**src/rtl/aes_key_schedule_ctrl.sv**
```systemverilog
// Sequencer for the masked 32-bit AES-128 key datapath.
// Walks round 0 then ten S-box-fed update rounds, one column per cycle.
module aes_key_schedule_ctrl #(
  parameter int SB_LAT = 4
) (
  input  logic       clk,
  input  logic       rst,
  input  logic       start,
  input  logic       hold,
  input  logic       sb_gnt,
  output logic       init,
  output logic       enable,
  output logic       loop,
  output logic       add_from_sb,
  output logic       rcon_rst,
  output logic       rcon_update,
  output logic       sb_req,
  output logic       key_col_valid,
  output logic [3:0] round_idx,
  output logic       busy,
  output logic       done
);

  typedef enum logic [2:0] {
    S_IDLE,
    S_LOAD,
    S_ROUND0,
    S_SB_REQ,
    S_SB_WAIT,
    S_UPD,
    S_DONE
  } state_e;

  // SB_WAIT spans SB_LAT-1 cycles so UPD col 0 meets the S-box output
  localparam int WAIT_I = (SB_LAT > 1) ? SB_LAT - 2 : 0;
  localparam logic [3:0] WAIT_INIT = 4'(WAIT_I);

  state_e     state_q, state_d;
  logic [1:0] col_q, col_d;
  logic [3:0] wait_q, wait_d;
  logic [3:0] round_q, round_d;

  always_ff @(posedge clk or posedge rst) begin
    if (rst) begin
      state_q <= S_IDLE;
      col_q   <= '0;
      wait_q  <= '0;
      round_q <= '0;
    end else begin
      state_q <= state_d;
      col_q   <= col_d;
      wait_q  <= wait_d;
      round_q <= round_d;
    end
  end

  always_comb begin
    state_d = state_q;
    col_d   = col_q;
    wait_d  = wait_q;
    round_d = round_q;
    unique case (state_q)
      S_IDLE: begin
        if (start) state_d = S_LOAD;
      end
      S_LOAD: begin
        round_d = 4'd0;
        col_d   = 2'd0;
        state_d = S_ROUND0;
      end
      S_ROUND0: begin
        if (!hold) begin
          col_d = col_q + 2'd1;
          if (col_q == 2'd3) begin
            round_d = 4'd1;
            state_d = S_SB_REQ;
          end
        end
      end
      S_SB_REQ: begin
        if (!hold && sb_gnt) begin
          if (SB_LAT == 1) begin
            col_d   = 2'd0;
            state_d = S_UPD;
          end else begin
            wait_d  = WAIT_INIT;
            state_d = S_SB_WAIT;
          end
        end
      end
      S_SB_WAIT: begin
        if (wait_q == 4'd0) begin
          col_d   = 2'd0;
          state_d = S_UPD;
        end else begin
          wait_d = wait_q - 4'd1;
        end
      end
      S_UPD: begin
        col_d = col_q + 2'd1;
        if (col_q == 2'd3) begin
          if (round_q == 4'd10) begin
            state_d = S_DONE;
          end else begin
            round_d = round_q + 4'd1;
            state_d = S_SB_REQ;
          end
        end
      end
      S_DONE: begin
        state_d = S_IDLE;
      end
      default: begin
        state_d = S_IDLE;
      end
    endcase
  end

  always_comb begin
    init          = 1'b0;
    enable        = 1'b0;
    loop          = 1'b0;
    add_from_sb   = 1'b0;
    rcon_rst      = 1'b0;
    rcon_update   = 1'b0;
    sb_req        = 1'b0;
    key_col_valid = 1'b0;
    done          = 1'b0;
    unique case (state_q)
      S_LOAD: begin
        init     = 1'b1;
        enable   = 1'b1;
        rcon_rst = 1'b1;
      end
      S_ROUND0: begin
        loop          = 1'b1;
        enable        = !hold;
        key_col_valid = !hold;
      end
      S_SB_REQ: begin
        sb_req = !hold;
      end
      S_UPD: begin
        enable        = 1'b1;
        key_col_valid = 1'b1;
        add_from_sb   = (col_q == 2'd0);
        rcon_update   = (col_q == 2'd3);
      end
      S_DONE: begin
        done = 1'b1;
      end
      default: begin
      end
    endcase
  end

  assign round_idx = round_q;
  assign busy      = (state_q != S_IDLE);

endmodule
```
**config.mk**
```make
export PLATFORM = sky130hd
export DESIGN_NAME = aes_key_schedule_ctrl
export DESIGN_NICKNAME = d
export VERILOG_FILES = /design/src/rtl/aes_key_schedule_ctrl.sv
export SDC_FILE = /design/constraint.sdc
export NUM_CORES = 1
export LEC_CHECK = 0
export BUFFER_PORTS_ARGS = -buffer_cell sky130_fd_sc_hd__buf_2
export CAP_MARGIN = 10
export CORE_AREA = 5 5 47 49
export CTS_CLUSTER_SIZE = 25
export DETAILED_ROUTE_END_ITERATION = 7
export DIE_AREA = 0 0 52 54
export PLACE_DENSITY = 0.78
export SLEW_MARGIN = 20
export SYNTH_ARGS = -nofsm -noshare
export SYNTH_HDL_FRONTEND = slang
export SYNTH_SLANG_ARGS = --single-unit
```
**constraint.sdc**
```tcl
create_clock -name clk -period 4.8 [get_ports clk]
set_input_delay 1.44 -clock clk [delete_from_list [all_inputs] [get_ports clk]]
set_output_delay 1.44 -clock clk [all_outputs]
set_load 0.1 [all_outputs]
```
==> results of run 1 <==
-- synth_stat cells, drive strengths merged, types with 2 or more instances --
library cell	instances
nor2	11
ha	6
nand2b	4
nor3	2
nand2	8
o21ai	9
inv	10
o31ai	2
a211oi	2
a22o	2
nor3b	2
and2	2
and3b	2
nand3b	2
a21o	3
nand3	3
clkbuf	3
buf	3
mux2	3
dfrtp	13
a21oi	2
-- stage by stage --
| stage | instances | setup slack, ns | utilization, % | area [um^2] | hold slack (ns) |
|---|---|---|---|---|---|
| after detailed placement | 145 | 1.03 | 55.6 | 1010 | 0.472 |
| after global routing | 149 | 0.999 | 57.1 | 1040 | 0.499 |
| final | 149 | 1.03 | 57.1 | 1040 | 0.479 |
| after CTS | 149 | 1.03 | 57.1 | 1040 | 0.480 |
| after floorplan | 106 | 0.239 | - | 918 | 0.439 |
| after global placement | 145 | 1.05 | 55.6 | 1010 | 0.463 |
-- routing by layer --
metal	GRT usage [%]	part of all wire [%]	up-vias
li1	-	-	404
met1	19.2	47	379
met2	26.4	47	17
met3	3.32	4.3	2
met4	9.17	1.0	0
met5	0	0	-
-- worst max-delay path: stages --
cell      delay, ns
buf_2          0.12
and4bb_2       0.33
buf_2          0.44
-- final timing paths --
check | start | to | slack, ns | cells after the start
worst max register to register | state_q[2] | state_q[0] | 2.93 | 4
max in group asynchronous | rst | col_q[1] | 3.28 | 2
worst min-delay path | wait_q[3] | wait_q[3] | 0.48 | 1
worst min register to register | wait_q[3] | wait_q[3] | 0.48 | 1
min in group asynchronous | rst | round_idx[0] | 1.18 | 2
worst max-delay path | hold | sb_req | 1.03 | 3
-- cell type report --
type / instances / area, um^2
clock buffer: 4 / 26.3
fill: 167 / 782
inverter: 10 / 37.5
multi-input combinational: 77 / 527
sequential: 13 / 325
tap: 27 / 33.8
timing repair buffer: 18 / 90.1
-- logic make-up (layout without fill, tap and decap cells) --
family / after synthesis / count (layout) / synth area share, %
AO/OA/AOI/OAI: 26 / 26 / 18.9
adder cells (fa/ha/maj): 6 / 6 / 8.22
buffers and inverters: 16 / 32 / 7.26
flip-flops: 13 / 13 / 35.6
multiplexers: 3 / 3 / 3.70
AND/OR/NAND/NOR: 42 / 42 / 26.3
-- state kept, by name, indices dropped and copies added, names as in the netlist --
register and count:
round_idx 4, col_q 2, state_q 3, wait_q 4
==> impl_metrics.json, run 1 <==
{
  "status": "finished clean",
  "clkSlewWorstSetupHoldPaths_ns": 0.08,
  "endpoint_kind": "primary output",
  "crit_type": "in -> out",
  "synth_top_cell_by_area": "dfrtp_1",
  "dominantRegCellSynth": "dfrtp_1",
  "mostFrequentLayoutCell": "buf_2",
  "rsz0062_at_grt": "no",
  "synth_cells": 106,
  "initial_utilization_pct": 50.1,
  "worst_slew_pin_slew_ns": 0.510,
  "maxCapViolCount": 0,
  "cts_sinks": 13,
  "hpwl_mm": 1.46,
  "final_max_slew_viol_count": 0,
  "final_nets": 134,
  "area_growth_pct": 13.8,
  "drive_gt1_share_pct": 23.0,
  "num_rows": 16,
  "synth_top_area_share_pct": 35.6,
  "report.final.setup_viol": 0,
  "grt_pass1_vias": 760,
  "drc": 0,
  "synth_area_leaders": "dfrtp_1 36%, ha_1 8.2%, nor2_1 4.5%",
  "avgSynthCellArea_um2": 8.62,
  "post_drt_wl_per_cell_um": 12.9,
  "synth-edff-count": 0,
  "synth_cell_types": 36,
  "fin_crit_ns": 3.77,
  "timing.final.crit_share_pct": 78.6,
  "cp.required_ns": 3.36,
  "cts_tree": "built",
  "fin_skew_ns": 0.00548,
  "cts.path.max_buffers": 2,
  "htree_num_levels": 1,
  "gp_congestion": 0.764,
  "tns_ns": 0,
  "ctsHoldBuffers": 0,
  "drtIter0Drc": 6,
  "fp.dieH_um": 54,
  "worstPathMaxFanout": 5,
  "final_antenna_net_count": 0,
  "final_cell_mix": "18 x buf_2, 13 x dfrtp_1, 11 x nor2_1, 10 x inv_1",
  "hold_class": "reg -> reg",
  "die_area_um2": 2810,
  "grt_antenna_before_repair": 0,
  "pin_count": 19,
  "worstSetupStartpointType": "input pin",
  "yosysSeqAreaShare_pct": 35.6,
  "async_reset_ff_share_pct": 100,
  "viasPerCell": 5.38,
  "cts_made_buffers": 3,
  "antenna_cells": 0,
  "hold_violations": 0,
  "vias": 802,
  "wl_mm": 1.92,
  "grt_pass1_wl_mm": 3.26,
  "cts_resized": 0,
  "clockRootBuffer": "clkbuf_4",
  "yosysWarnings": 0,
  "die_w_um": 52,
  "post_cts_buffers": 0,
  "fmax_mhz": 265,
  "ys_ff_latch": 13,
  "firstDrtPassIters": 4,
  "synthesis.nets": 117,
  "grt-ovfl-total": 0,
  "grt_start_max_net_pins": 19,
  "port_buffers": 18,
  "core_area_um2": 1820,
  "syn-cell-area_um2": 913,
  "relSlewSlack_pct": 66.0,
  "grt_usage_pct": 16.0,
  "critPathArrivalTime_ns": 2.33,
  "insertion_delay_ns": 0.27
}
Power of run 1 is not shown: default switching activity piles up to over one toggle a cycle in this logic, so the estimate is an artifact.
==> run 2: changes to the inputs <==
Settings changed: ABC_AREA from default to 1, CORE_AREA 5 5 47 49 to 5 5 52 54, DIE_AREA 0 0 52 54 to 0 0 57 59, PLACE_DENSITY 0.78 to 0.71.
Clock period 4.8 ns to 3.46 ns, I/O delays scaled along.
==> impl_metrics.json, run 2 <==
{
  "min_to": "wait_q[3]",
  "grt_pass1_vias": 918,
  "place_ws_ns": 0.557,
  "dp.cells": 181,
  "synth_cell_types": 25,
  "syn-cell-area_um2": 1000,
  "rsz0062_at_grt": "no",
  "r2r_cells": 7,
  "hpwl_mm": 1.73,
  "final_cell_mix": "35 x nand2_1, 18 x buf_2, 17 x inv_1, 15 x nand3_1, 13 x dfrtp_1",
  "gp_congestion": 0.786,
  "drtIter0Drc": 25,
  "post_cts_buffers": 0,
  "finalWorstSetupSlack_ns": 0.556,
  "holdPathStages": 2,
  "worstSetupStartpointType": "input pin",
  "htree_num_levels": 1,
  "synth_top_cell_by_area": "dfrtp_1",
  "area_growth_pct": 13.9,
  "hp-start": "wait_q[3]",
  "cts_made_buffers": 3,
  "reg2reg_from": "state_q[1]",
  "wl_mm": 2.17,
  "endpoint_kind": "primary output",
  "final_max_slew_viol_count": 0,
  "cts_tree": "built",
  "relSlewSlack_pct": 67.3,
  "drc": 0,
  "timing.final.crit_share_pct": 83.9,
  "ctsHoldBuffers": 0,
  "worstPathMaxFanout": 6,
  "synth_cells": 138,
  "tns_ns": 0,
  "yosys-top-cells-count": "35 x nand2_1, 17 x inv_1, 15 x nand3_1",
  "final_antenna_net_count": 0,
  "fin_crit_ns": 2.90,
  "worst_slew_pin_slew_ns": 0.490,
  "post_drt_wl_per_cell_um": 11.7,
  "port_buffers": 18,
  "synthesis.nets": 149,
  "synth-edff-count": 0,
  "grt_pass1_wl_mm": 3.91,
  "crit_type": "in -> out",
  "grt-ovfl-total": 0,
  "num_rows": 17,
  "status": "finished clean",
  "async_reset_ff_share_pct": 100,
  "critPathArrivalTime_ns": 1.87,
  "fin_skew_ns": 0.00695,
  "initial_utilization_pct": 46.2,
  "cts.path.max_buffers": 2,
  "yosysMostFrequentCell": "nand2_1",
  "yosysWarnings": 0,
  "drive_gt1_share_pct": 24.8,
  "instances_no_fill": 185,
  "core_area_um2": 2170,
  "cp.required_ns": 2.42,
  "report.final.setup_viol": 0,
  "die_area_um2": 3360,
  "antenna_cells": 0,
  "reg2reg_to": "round_idx[2]",
  "cts_sinks": 13,
  "die_w_um": 57,
  "utilization_pct": 52.6,
  "pin_count": 19,
  "clockRootBuffer": "clkbuf_4",
  "fmax_mhz": 344,
  "final_nets": 169,
  "grt_start_max_net_pins": 14,
  "avgSynthCellArea_um2": 7.26,
  "synth_area_leaders": "dfrtp_1 32%, nand2_1 13%, ha_1 7.5%",
  "hold_class": "reg -> reg",
  "hold_violations": 0,
  "cts_resized": 0,
  "yosysSeqAreaShare_pct": 32.5,
  "insertion_delay_ns": 0.27,
  "grt_usage_pct": 14.6,
  "rrSetupSlack_ns": 1.99,
  "grt_antenna_before_repair": 0,
  "mostFrequentLayoutCell": "nand2_1",
  "fp.dieH_um": 59,
  "maxCapViolCount": 0,
  "dominantRegCellSynth": "dfrtp_1",
  "synth_top_area_share_pct": 32.5,
  "viasPerCell": 5.08,
  "vias": 939,
  "ys_ff_latch": 13,
  "clkSlewWorstSetupHoldPaths_ns": 0.08,
  "firstDrtPassIters": 4
}
[run 2: cell types whose count changed after synthesis, moves of 3 or more]
cell	before	now
inv_1	10	17
a21o_1	3	0
nor2_2	0	3
nand3_1	3	15
o21ai_0	8	5
mux2_2	3	0
clkbuf_1	3	0
inv_2	0	3
nand3_2	0	3
nand2b_1	4	0
nand4_1	1	7
nand2_1	8	35
[run 2: cells by family after synthesis]
| family | share of synthesized area [%] |
|---|---|
| adder cells (fa/ha/maj) | 7.49 |
| flip-flops | 32.5 |
| buffers and inverters | 9.49 |
| XOR/XNOR | 0.874 |
| AO/OA/AOI/OAI | 10.1 |
| AND/OR/NAND/NOR | 39.6 |
[run 2: how the worst max path moves through the flow]
stage / from / to / slack (ns) / cells past startpoint
after floorplan: hold / key_col_valid / 0.03 / 1
after global placement: hold / enable / 0.58 / 3
after detailed placement: hold / enable / 0.56 / 3
after CTS: hold / enable / 0.56 / 3
after global routing: hold / enable / 0.52 / 3
final: hold / enable / 0.56 / 3
[run 2: metrics by stage]
stage          hold slack (ns)  instance area [um^2]
6_report                 0.532                  1140
5_1_grt                  0.586                  1140
4_1_cts                  0.540                  1140
3_5_place_dp             0.518                  1110
3_3_place_gp             0.504                  1110
2_1_floorplan            0.480                  1010
[run 2: layout make-up]
type | instances | area [um^2]
clock buffer | 4 | 26.3
inverter | 20 | 75.1
fill | 214 | 1030
tap | 28 | 35.0
multi-input combinational | 102 | 589
sequential | 13 | 325
timing repair buffer | 18 | 90.1
[run 2: critical path: stages]
cell	delay (ns)
buf_2	0.14
o21ai_4	0.22
buf_2	0.47
[run 2: layer usage]
| metal | routed length (um) | share of wire [%] | track usage [%] | vias to the layer above |
|---|---|---|---|---|
| met5 | 0 | 0 | 0 | - |
| met1 | 990 | 46 | 18.2 | 427 |
| met3 | 123 | 5.7 | 2.83 | 2 |
| li1 | - | - | - | 486 |
| met2 | 1040 | 48 | 24.1 | 24 |
| met4 | 20 | 0.92 | 6.95 | 0 |
Power of run 2 is left out for the same reason.
==> run 3: changes to the inputs <==
Settings changed: ABC_AREA 1 to 0, CORE_AREA 5 5 52 54 to 5 5 50 52, DIE_AREA 0 0 57 59 to 0 0 55 57, PLACE_DENSITY 0.71 to 0.72.
Clock period 3.46 ns to 2.5 ns, I/O delays scaled along.
==> impl_metrics.json, run 3 (synthesized netlist as in run 1, its figures left out) <==
{
  "hold_class": "in -> async",
  "area_growth_pct": 33.6,
  "status": "finished clean",
  "die_w_um": 55,
  "clkSlewWorstSetupHoldPaths_ns": 0.09,
  "num_rows": 17,
  "rrSetupSlack_ns": 0.60,
  "final_nets": 137,
  "insertion_delay_ns": 0.29,
  "crit_type": "reg -> out",
  "fp.dieH_um": 57,
  "wl_mm": 2.10,
  "post_drt_wl_per_cell_um": 13.7,
  "cpMaxStageDelayCell": "dfrtp_1",
  "port_buffers": 18,
  "htree_num_levels": 1,
  "grt_usage_pct": 15.8,
  "fin_crit_ns": 2.43,
  "drc": 0,
  "endpoint_kind": "primary output",
  "grt-ovfl-total": 0,
  "die_area_um2": 3140,
  "fmax_mhz": 412,
  "worstSetupStartpointType": "flip-flop",
  "grt_antenna_before_repair": 0,
  "final_max_slew_viol_count": 0,
  "fin_skew_ns": 0.00748,
  "crit_family": "flip-flops",
  "cts.path.max_buffers": 2,
  "cts_made_buffers": 3,
  "drive_gt1_share_pct": 28.8,
  "vias": 851,
  "hpwl_mm": 1.62,
  "maxCapViolCount": 0,
  "path_cells": "buf_4 > or3_1 > buf_2",
  "cp.depth": 3,
  "worst_slew_pin_slew_ns": 0.544,
  "crit_buf_inv": 2,
  "report.final.setup_viol": 0,
  "critPathArrivalTime_ns": 1.68,
  "drtIter0Drc": 11,
  "final_cell_mix": "11 x dfrtp_1, 10 x nor2_1, 10 x inv_1, 10 x buf_2, 8 x buf_12",
  "gp_congestion": 0.729,
  "reg2reg_from": "state_q[1]",
  "clockRootBuffer": "clkbuf_4",
  "cts_sinks": 13,
  "cts_tree": "built",
  "cpPeakStageDelay_ns": 0.53,
  "initial_utilization_pct": 44.3,
  "final_antenna_net_count": 0,
  "fillerInstances": 181,
  "worstPathMaxFanout": 12,
  "grt_pass1_vias": 845,
  "antenna_cells": 0,
  "timing.final.crit_share_pct": 97.0,
  "hold_violations": 0,
  "grt_start_max_net_pins": 16,
  "r2r_cells": 4,
  "startpoint": "state_q[0]",
  "cp.required_ns": 1.75,
  "pin_count": 19,
  "rsz0062_at_grt": "no",
  "utilization_pct": 59.1,
  "firstDrtPassIters": 4,
  "core_area_um2": 2060,
  "viasPerCell": 5.56,
  "relSlewSlack_pct": 63.2,
  "reg2reg_to": "round_idx[0]",
  "mostFrequentLayoutCell": "dfrtp_1",
  "crit_end": "busy",
  "grt_pass1_wl_mm": 3.66
}
==> run 3: worst min path at each step <==
stage | slack [ns] | depth (start not counted) | end | start
2_1_floorplan | 0.44 | 1 | wait_q[3] | wait_q[3]
3_3_place_gp | 0.46 | 1 | wait_q[3] | wait_q[3]
3_5_place_dp | 0.46 | 1 | wait_q[3] | wait_q[3]
4_1_cts | 0.48 | 1 | wait_q[3] | wait_q[3]
5_1_grt | 0.51 | 1 | wait_q[3] | wait_q[3]
6_report | 0.48 | 2 | round_idx[3] | rst
==> run 3: layout make-up <==
cell class / instances / area, um^2 / share of cell area (%)
multi-input combinational: 77 / 561 / 45.9
sequential: 13 / 328 / 26.9
timing repair buffer: 21 / 233 / 19.1
inverter: 10 / 37.5 / 3.08
tap: 28 / 35.0 / 2.87
clock buffer: 4 / 26.3 / 2.15
==> run 3: per-stage QoR <==
step	hold slack, ns	instance area, um^2	TNS, ns	instances	setup slack (ns)
after detailed placement	0.463	1190	0	149	0.315
final	0.483	1220	0	153	0.0740
after floorplan	0.439	968	-0.761	106	-0.291
after global placement	0.464	1190	0	149	0.332
after global routing	0.510	1220	0	153	0.0183
after CTS	0.479	1220	0	153	0.0623
==> run 3: timing repair <==
action | 4_1_cts | 5_1_grt
buffers inserted | 0 | 0
resized for setup | 1 | 1
setup endpoints to repair | 1 | 3
hold buffers | 0 | 0
==> run 3: metal layers <==
layer	GRT usage (%)	routed length (um)	vias up	share of wire [%]
li1	-	-	411	-
met1	18.1	874	410	42
met2	27.7	1090	25	52
met3	3.13	93	5	4.4
met4	6.60	38	0	1.8
met5	0	0	-	0
Power of run 3 is left out for the same reason.
